<file path="config.mk">
export PLATFORM = sky130hd
export DESIGN_NAME = fmap_stream_pack
export DESIGN_NICKNAME = d
export VERILOG_FILES = /design/src/rtl/fmap_stream_pack.sv
export SDC_FILE = /design/constraint.sdc
export NUM_CORES = 1
export LEC_CHECK = 0
export ABC_AREA = 1
export BUFFER_PORTS_ARGS = -buffer_cell sky130_fd_sc_hd__clkbuf_2
export CAP_MARGIN = 30
export CORE_UTILIZATION = 35
export DETAILED_ROUTE_END_ITERATION = 6
export GPL_ROUTABILITY_DRIVEN = 0
export GPL_TIMING_DRIVEN = 0
export SLEW_MARGIN = 30
export SYNTH_ARGS = -nofsm -noshare
export SYNTH_HDL_FRONTEND = slang
export SYNTH_SLANG_ARGS = --single-unit
</file>
<file path="constraint.sdc">
create_clock -name clk -period 1.9 [get_ports clk]
set_clock_uncertainty 0.05 [all_clocks]
set_input_delay 0.19 -clock clk [delete_from_list [all_inputs] [get_ports clk]]
set_output_delay 0.19 -clock clk [all_outputs]
set_load 0.01 [all_outputs]
</file>
<file path="src/rtl/fmap_stream_pack.sv">
// fmap_stream_pack: streaming-to-parallel feature-map packer.
// Collects N = D*H*W words of DATA_WIDTH bits, one per in_valid/in_ready
// handshake, into the flat big-endian image bus (word 0 at the MSB end),
// then holds the tile under image_valid/image_ready until downstream takes it.
//
// Ports:
//   clk          rising-edge clock
//   reset        synchronous active-high reset; aborts any partial/held tile
//   in_data      incoming feature word
//   in_valid     in_data is valid
//   in_ready     block accepts a word this cycle (registered)
//   in_last      upstream end-of-tile marker (checked only when enabled)
//   image        packed tile, word k at bits [k*DATA_WIDTH +: DATA_WIDTH]
//   image_valid  image holds a complete tile (registered)
//   image_ready  downstream accepts the tile
//   err_last     sticky framing error flag
//
// Optional feature macro: FMAP_PACK_LAST_CHECK_EN
//   defined   -> in_last closes a tile early and framing errors set err_last
//   undefined -> in_last ignored, err_last tied to 0, tiles close on count
module fmap_stream_pack #(
  parameter int unsigned D          = 3,
  parameter int unsigned H          = 2,
  parameter int unsigned W          = 2,
  parameter int unsigned DATA_WIDTH = 16
) (
  input  logic                              clk,
  input  logic                              reset,
  input  logic [DATA_WIDTH-1:0]             in_data,
  input  logic                              in_valid,
  output logic                              in_ready,
  input  logic                              in_last,
  output logic [0:D*H*W*DATA_WIDTH-1]       image,
  output logic                              image_valid,
  input  logic                              image_ready,
  output logic                              err_last
);

  localparam int unsigned N  = D * H * W;
  localparam int unsigned CW = (N > 1) ? $clog2(N) : 1;
  localparam logic [CW-1:0] LAST_SLOT = CW'(N - 1);

  typedef enum logic {
    FILL = 1'b0,
    FULL = 1'b1
  } state_t;

  state_t          state;
  logic [CW-1:0]   cnt;
  logic            accept_c;
  logic            at_last_c;
  logic            close_c;

  // in_ready is already 0 in FULL, so no state term is needed here
  assign accept_c  = in_valid && in_ready;
  assign at_last_c = (cnt == LAST_SLOT);

`ifdef FMAP_PACK_LAST_CHECK_EN
  // An early in_last ends the tile; the count still ends it otherwise
  assign close_c = at_last_c || in_last;
`else
  logic unused_in_last;
  assign unused_in_last = in_last;
  assign close_c        = at_last_c;
  assign err_last       = 1'b0;
`endif

  // Control state, handshake outputs and slot storage
  always_ff @(posedge clk) begin
    if (reset) begin
      state       <= FILL;
      cnt         <= '0;
      image       <= '0;
      in_ready    <= 1'b0;
      image_valid <= 1'b0;
    end else begin
      case (state)
        FILL: begin
          in_ready    <= 1'b1;
          image_valid <= 1'b0;
          if (accept_c) begin
            for (int unsigned k = 0; k < N; k++) begin
              if (cnt == CW'(k)) begin
                image[k*DATA_WIDTH +: DATA_WIDTH] <= in_data;
              end
            end
            if (close_c) begin
              cnt         <= '0;
              state       <= FULL;
              in_ready    <= 1'b0;
              image_valid <= 1'b1;
            end else begin
              cnt <= cnt + CW'(1);
            end
          end
        end
        FULL: begin
          // No bypass: the handoff cycle never accepts a word
          if (image_ready) begin
            state       <= FILL;
            in_ready    <= 1'b1;
            image_valid <= 1'b0;
          end
        end
        default: begin
          state       <= FILL;
          in_ready    <= 1'b0;
          image_valid <= 1'b0;
        end
      endcase
    end
  end

`ifdef FMAP_PACK_LAST_CHECK_EN
  // Sticky framing error: in_last must coincide exactly with the final slot
  always_ff @(posedge clk) begin
    if (reset) begin
      err_last <= 1'b0;
    end else if (accept_c && (in_last != at_last_c)) begin
      err_last <= 1'b1;
    end
  end
`endif

endmodule

</file>
==> summary.md, run 1 <==
| Metric | Value |
|---|---|
| Status | `complete, no violations` |
| Crit-path cells | `ha_1 > inv_1 > nor2_2 > buf_2 > nand3_1 > nand2_1 > nor2_1` |
| Most frequent cell after synthesis | `nor2_1` |
| Detail Route Antenna Nets | `0` |
| Top_reg_cell synth | `dfxtp_1` |
| Leakage | `4.73 nW` |
| Worst hold path class | `input port to register` |
| Post-Place Worst Slack | `-0.0552 ns` |
| Max Freq | `545 MHz` |
| Max Cap Viol | `0` |
| PwrDens | `870 nW/um^2` |
| Setup TNS | `0 ns` |
| Type of the worst setup path | `register to register` |
| Final Hold Viols | `0` |
| Crit-path slowest cell | `dfxtp_1` |
| Yosys cell types | `20` |
| Worst Tran Pin Value | `between 1 and 1.5 ns` |
| DRT iter0 DRCs | `470` |
| WP data arrival | `between 2 and 2.5 ns` |
| Via-per-instance ratio | `approximately 4.7` |
| Die Width | `154 um` |
| DRC violations left | `0` |
| FF/Latch Area | `around 4000 um^2` |
| WL/cell | `approximately 16 um` |
| Die H | `154 um` |
| CTS clk-pin slew, worst paths | `about 0.080 ns` |
| Final nets | `1421` |
| Synth top area cells | `dfxtp_1 (49%), nor2_1 (18%), nand3_1 (12%)` |
| Mapped Nets | `approximately 1200` |
| P&R area growth vs syn | `27.2%` |
| Cts bufs inserted | `17` |
| Async SR Flop Fraction | `0` |
| Number of synthesized flops with an enable pin | `0` |
| Crit Path Max Fanout | `10` |
| Met1 usage | `0.296` |
| First-pass GRT wire length | `41.6 mm` |
| Starting density of the core | `0.357` |
| Seq cells post-synth | `199` |
| Cell area after synthesis | `between 8000 and 9000 um^2` |
| Post-synth top area share | `0.492` |
| Syn avg cell area | `7.01 um^2` |
| CTS H-tree depth | `4` |
| Layout cells sized above 1 | `0.233` |
| Multi-input gate area | `about 3600 um^2` |
| Remaining Overflow, GRT | `0` |
| Fin area | `approximately 10000 um^2` |
| CTS tree | `yes` |
| Met3 GRT Util | `0.0637` |
| Area leader, netlist | `dfxtp_1` |
| Clk_lat worst skew | `around 0.43 ns` |
| Vias | `7974` |
| Largest net degree at the start of global routing | `20` |
| DRT Pass-1 Iters | `7` |
| Crit path time final | `1.83 ns` |
| Most frequent cells after synthesis | `nor2_1 (392), nand2_1 (216), dfxtp_1 (199)` |
| Gr busiest metal | `met2` |
| Final core utilization | `0.455` |
| I/O pin total | `216` |
| Number of buffers added on ports | `213` |
| Clock Path Buffers | `2` |
| Post-synthesis sequential area ratio | `0.492` |
| ANT cells | `0` |
| Power Total | `0.00895 W` |
| Core Rows | `55` |
| Slew Viols, Final | `0` |
| Final WL | `27.4 mm` |
| Critical Path Start Type | `register` |
| Initial antenna violation count | `1` |
| Clock Root Buffer | `clkbuf_16` |
| Post-Synthesis Cells | `1154` |
| CORE AREA | `22600 um^2` |
| Fill count | `~2400` |
| Dpl hpwl | `~19 mm` |
| Clock Sinks | `199` |
| Tot GR Track Use | `0.233` |
| Final number of setup-violating endpoints | `0` |
| Critical Path RT | `2.19 ns` |
| Largest stage delay, worst path | `0.45 ns` |
| Yosys warning total | `0` |
| Slew HR | `0.273` |
| Post-route clock period utilization | `0.966` |
| CP endpoint kind | `register` |
| Cell Area, Placed | `approximately 9500 um^2` |
| Met2 Usage GRT | `0.379` |
| R2R Setup Slk | `around 0.065 ns` |
| Vias in the first global route | `7328` |
| Final worst setup slack | `0.0650 ns` |
| RSZ-0062 raised after global routing | `true` |
| Peak VDD IR | `about 0.00050 V` |
| DIE AREA | `23700 um^2` |
## per-layer routing
layer | share of wire | vias up
met3 | 0.075 | 37
met1 | 0.45 | 3622
met5 | 0.00040 | -
met4 | 0.021 | 2
met2 | 0.45 | 240
li1 | - | 4073
## kinds of logic (layout without fill, tap and decap cells)
kind of cell    Yosys count  count (layout)  share of synthesized area
buf+inv                 112             366                     0.0625
fa+ha+maj                 5               5                    0.00773
other cells               1               1                   0.000463
simple gates            830             830                      0.432
compound gates            6               6                    0.00371
xor+xnor                  1               1                    0.00108
flops                   199             199                      0.492
## sequential cells by signal, summed over array words and instances (netlist names)
signal,flops
image,192
image_valid,1
cnt,4
state,1
in_ready,1
## power breakdown
group / switching, W / leakage (nW) / internal [W] / total (W)
Clock: 0.00181 / 0.308 / 0.00214 / 0.00395
Combinational: 0.000533 / 2.82 / 0.000212 / 0.000745
Sequential: 0.0000373 / 1.61 / 0.00422 / 0.00426
Total: 0.00238 / 4.73 / 0.00658 / 0.00895
## per-stage QoR
step / cells / hold slack, ns
2_1_floorplan: 1154 / 0.209
3_3_place_gp: 1652 / 0.344
3_5_place_dp: 1652 / 0.348
4_1_cts: 1686 / 0.0429
5_1_grt: 1693 / 0.0573
6_report: 1693 / 0.0521
## worst max-delay path, delay by kind of cell, from the launching register on
kind / cells / cell delay (ns)
buf+inv: 2 / 0.42
fa+ha+maj: 1 / 0.25
flops: 1 / 0.45
simple gates: 4 / 0.57
## worst paths after layout
path	to	startpoint	cells past startpoint
min	image[160]$_SDFFE_PP0P_	in_data[15]	5
max reg2reg	image[122]$_SDFFE_PP0P_	cnt[0]$_SDFFE_PP0P_	7
min reg2reg	image[2]$_SDFFE_PP0P_	image[2]$_SDFFE_PP0P_	2
max	image[122]$_SDFFE_PP0P_	cnt[0]$_SDFFE_PP0P_	7
## placed cells by master, fill, tap and decap left out, drive strengths merged
master       netlist  routed
nand2            216     216
ha                 5       5
dfxtp            199     199
conb               1       1
buf               50      51
nor2             418     418
clkbuf            34     270
inv               28      36
dlygate4sd3        0       2
clkinv             0       3
bufinv             0       3
clkinvlp           0       1
xor2               1       1
a21oi              3       3
nand3            196     196
o21ai              3       3
## cell type report
type / instances / share of cell area
Buffer: 84 / 0.0411
Clock buffer: 17 / 0.0413
Clock inverter: 15 / 0.0201
Inverter: 28 / 0.0102
Multi-Input combinational cell: 843 / 0.355
Sequential cell: 199 / 0.387
Tap cell: 285 / 0.0346
Timing Repair Buffer: 222 / 0.111
## timing repair
item	in CTS	in global routing
resized for setup	4	13
setup buffers	0	6
setup endpoints to repair	45	92
pin swaps	0	2
hold buffers	2	0
endpoints found under the hold margin	2	0
No activity file was read; power rests on OpenSTA's default activity.
==> run 2, diff against run 1 <==
--- a/config.mk
+++ b/config.mk
@@ -6,13 +6,12 @@
 export NUM_CORES = 1
 export LEC_CHECK = 0
 export ABC_AREA = 1
-export BUFFER_PORTS_ARGS = -buffer_cell sky130_fd_sc_hd__clkbuf_2
 export CAP_MARGIN = 30
 export CORE_UTILIZATION = 35
 export DETAILED_ROUTE_END_ITERATION = 6
+export DONT_BUFFER_PORTS = 1
 export GPL_ROUTABILITY_DRIVEN = 0
 export GPL_TIMING_DRIVEN = 0
-export SLEW_MARGIN = 30
 export SYNTH_ARGS = -nofsm -noshare
 export SYNTH_HDL_FRONTEND = slang
 export SYNTH_SLANG_ARGS = --single-unit
==> constraint.sdc (replaced) <==
create_clock -name clk -period 1.9 [get_ports clk]
set_clock_uncertainty 0.05 [all_clocks]
set_input_delay 0.38 -clock clk [delete_from_list [all_inputs] [get_ports clk]]
set_output_delay 0.38 -clock clk [all_outputs]
set_load 0.01 [all_outputs]
==> summary.md, run 2 (same netlist as run 1, synthesis figures left out) <==
| Metric | Value |
|---|---|
| Status | `complete, no violations` |
| Power Total | `0.00870 W` |
| Via-per-instance ratio | `slightly below 5` |
| DRC violations left | `0` |
| Crit-path slowest cell | `dfxtp_1` |
| Remaining Overflow, GRT | `0` |
| CP top delay family | `simple AND/OR/NAND/NOR gates` |
| Die Width | `approximately 150 um` |
| Final WL | `27.1 mm` |
| Worst Tran Pin Value | `1.00 ns` |
| Final std cells w/o fill | `~1500` |
| CTS tree | `yes` |
| Biggest register | `image` |
| Crit path time final | `about 1.8 ns` |
| Clock Root Buffer | `clkbuf_16` |
| Slew HR | `0.331` |
| WHS | `around 0.088 ns` |
| Cell count after placement | `about 1400` |
| CP startpoint | `cnt[0]$_SDFFE_PP0P_` |
| CP endpoint kind | `register` |
| Clock Sinks | `199` |
| Crit path buf inv count | `2` |
| WP data arrival | `roughly 2.1 ns` |
| DRT Pass-1 Iters | `5` |
| Layout cells sized above 1 | `0.0985` |
| Largest net degree at the start of global routing | `19` |
| Peak VDD IR | `between 0.0004 and 0.0005 V` |
| Top flop regs | `image (192), cnt (4)` |
| Tot GR Track Use | `0.232` |
| ANT cells | `0` |
| I/O pin total | `~220` |
| Final Hold Viols | `0` |
| Vias | `~7300` |
| Initial antenna violation count | `0` |
| DRT iter0 DRCs | `445` |
| P&R area growth vs syn | `14.1%` |
| Dpl hpwl | `19.4 mm` |
| Type of the worst setup path | `register to register` |
| Crit-path cells | `ha_1 > inv_1 > nor2_2 > buf_4 > nand3_1 > nand2_1 > nor2_1` |
| Commonest non-fill, non-tap cell in the layout | `nor2_1` |
| Clock Path Buffers | `2` |
| CTS clk-pin slew, worst paths | `0.08 ns` |
| Vias in the first global route | `6796` |
| Number of buffers added on ports | `0` |
| Critical Path RT | `2.17 ns` |
| Max Freq | `547 MHz` |
| Post-route clock period utilization | `0.963` |
| Worst hold path class | `input port to register` |
| First-pass GRT wire length | `slightly above 40 mm` |
| Final nets | `about 1200` |
| Die H | `154 um` |
| CORE AREA | `between 20000 and 25000 um^2` |
| PwrDens | `942 nW/um^2` |
| Crit Path Max Fanout | `10` |
| Starting density of the core | `0.357` |
| Reg-to-Reg Start | `cnt[0]$_SDFFE_PP0P_` |
| Critical Path Start Type | `register` |
| DIE AREA | `approximately 24000 um^2` |
| Final number of setup-violating endpoints | `0` |
| Core Rows | `55` |
| RSZ-0062 raised after global routing | `true` |
| CTS H-tree depth | `4` |
| Max Cap Viol | `0` |
| Cts bufs inserted | `17` |
| Leakage | `3.74 nW` |
| WL/cell | `around 18 um` |
| Fill count | `about 2400` |
| Most frequent cells in the layout | `nor2_1 (391), nand2_1 (216), dfxtp_1 (198)` |
| Hold_sp | `image_ready` |
| Slew Viols, Final | `0` |
| Detail Route Antenna Nets | `0` |
| Clk_lat worst skew | `about 0.43 ns` |
| Largest register FFs | `192` |
| Largest stage delay, worst path | `0.43 ns` |
run 2: cell count changes in the layout (fill, tap and decap cells not counted), sizes merged:
cell         change
clkbuf         -216
clkinv           -1
bufinv           -1
dlygate4sd3      -1
buf              +8
clkinvlp         +3
inv              -2
run 2: worst reg2reg max path, cell delays in order (launching register included):
cell     delay, ns
dfxtp_1       0.43
ha_1          0.25
inv_1         0.12
nor2_2        0.33
buf_4         0.31
nand3_1       0.11
nand2_1       0.09
nor2_1        0.04
run 2: layout make-up:
cell class	count	area [um^2]	share of cell area
multi-input combinational	843	3640	0.395
clock buffer	18	439	0.0476
buffer	84	414	0.0449
sequential	199	3990	0.432
clock inverter	14	159	0.0172
inverter	28	105	0.0114
tap	285	357	0.0386
timing repair buffer	12	130	0.0141
run 2: per-stage QoR:
stage,TNS (ns),setup slack (ns),instance area (um^2),utilization
after floorplan,0,0.386,8090,-
after global placement,-15.20,-0.168,8450,0.373
after detailed placement,-11.39,-0.144,8530,0.377
after CTS,0,0.00435,9150,0.404
after global routing,-2.22,-0.0909,9230,0.408
final,0,0.0710,9230,0.408
run 2: final timing paths:
path	to	slack (ns)	cells after the start
max	image[181]$_SDFFE_PP0P_	0.07	7
min	image_valid$_SDFFE_PP0P_	0.09	3
max reg2reg	image[181]$_SDFFE_PP0P_	0.07	7
min reg2reg	image[40]$_SDFFE_PP0P_	0.48	2
run 2: report_power, final:
part	internal (W)	total, W	switching (W)
Sequential	0.00422	0.00429	0.0000705
Clock	0.00201	0.00373	0.00172
Combinational	0.000182	0.000671	0.000489
run 2: what timing repair did:
action                                  in CTS  in global routing
endpoints found under the hold margin        2                  0
endpoints found under the setup margin     159                155
hold buffers                                 1                  0
resized for setup                            4                 15
pin swaps                                    0                  3
gates cloned                                 0                  0
buffers inserted                             0                  2
run 2: layer usage:
metal  up-vias  routed length (um)  track usage
li1       3650                   -            -
met1      3363               11400        0.289
met2       254               12300        0.369
met3        42                2650       0.0798
met4         0                 711       0.0905
met5         -                   0            0
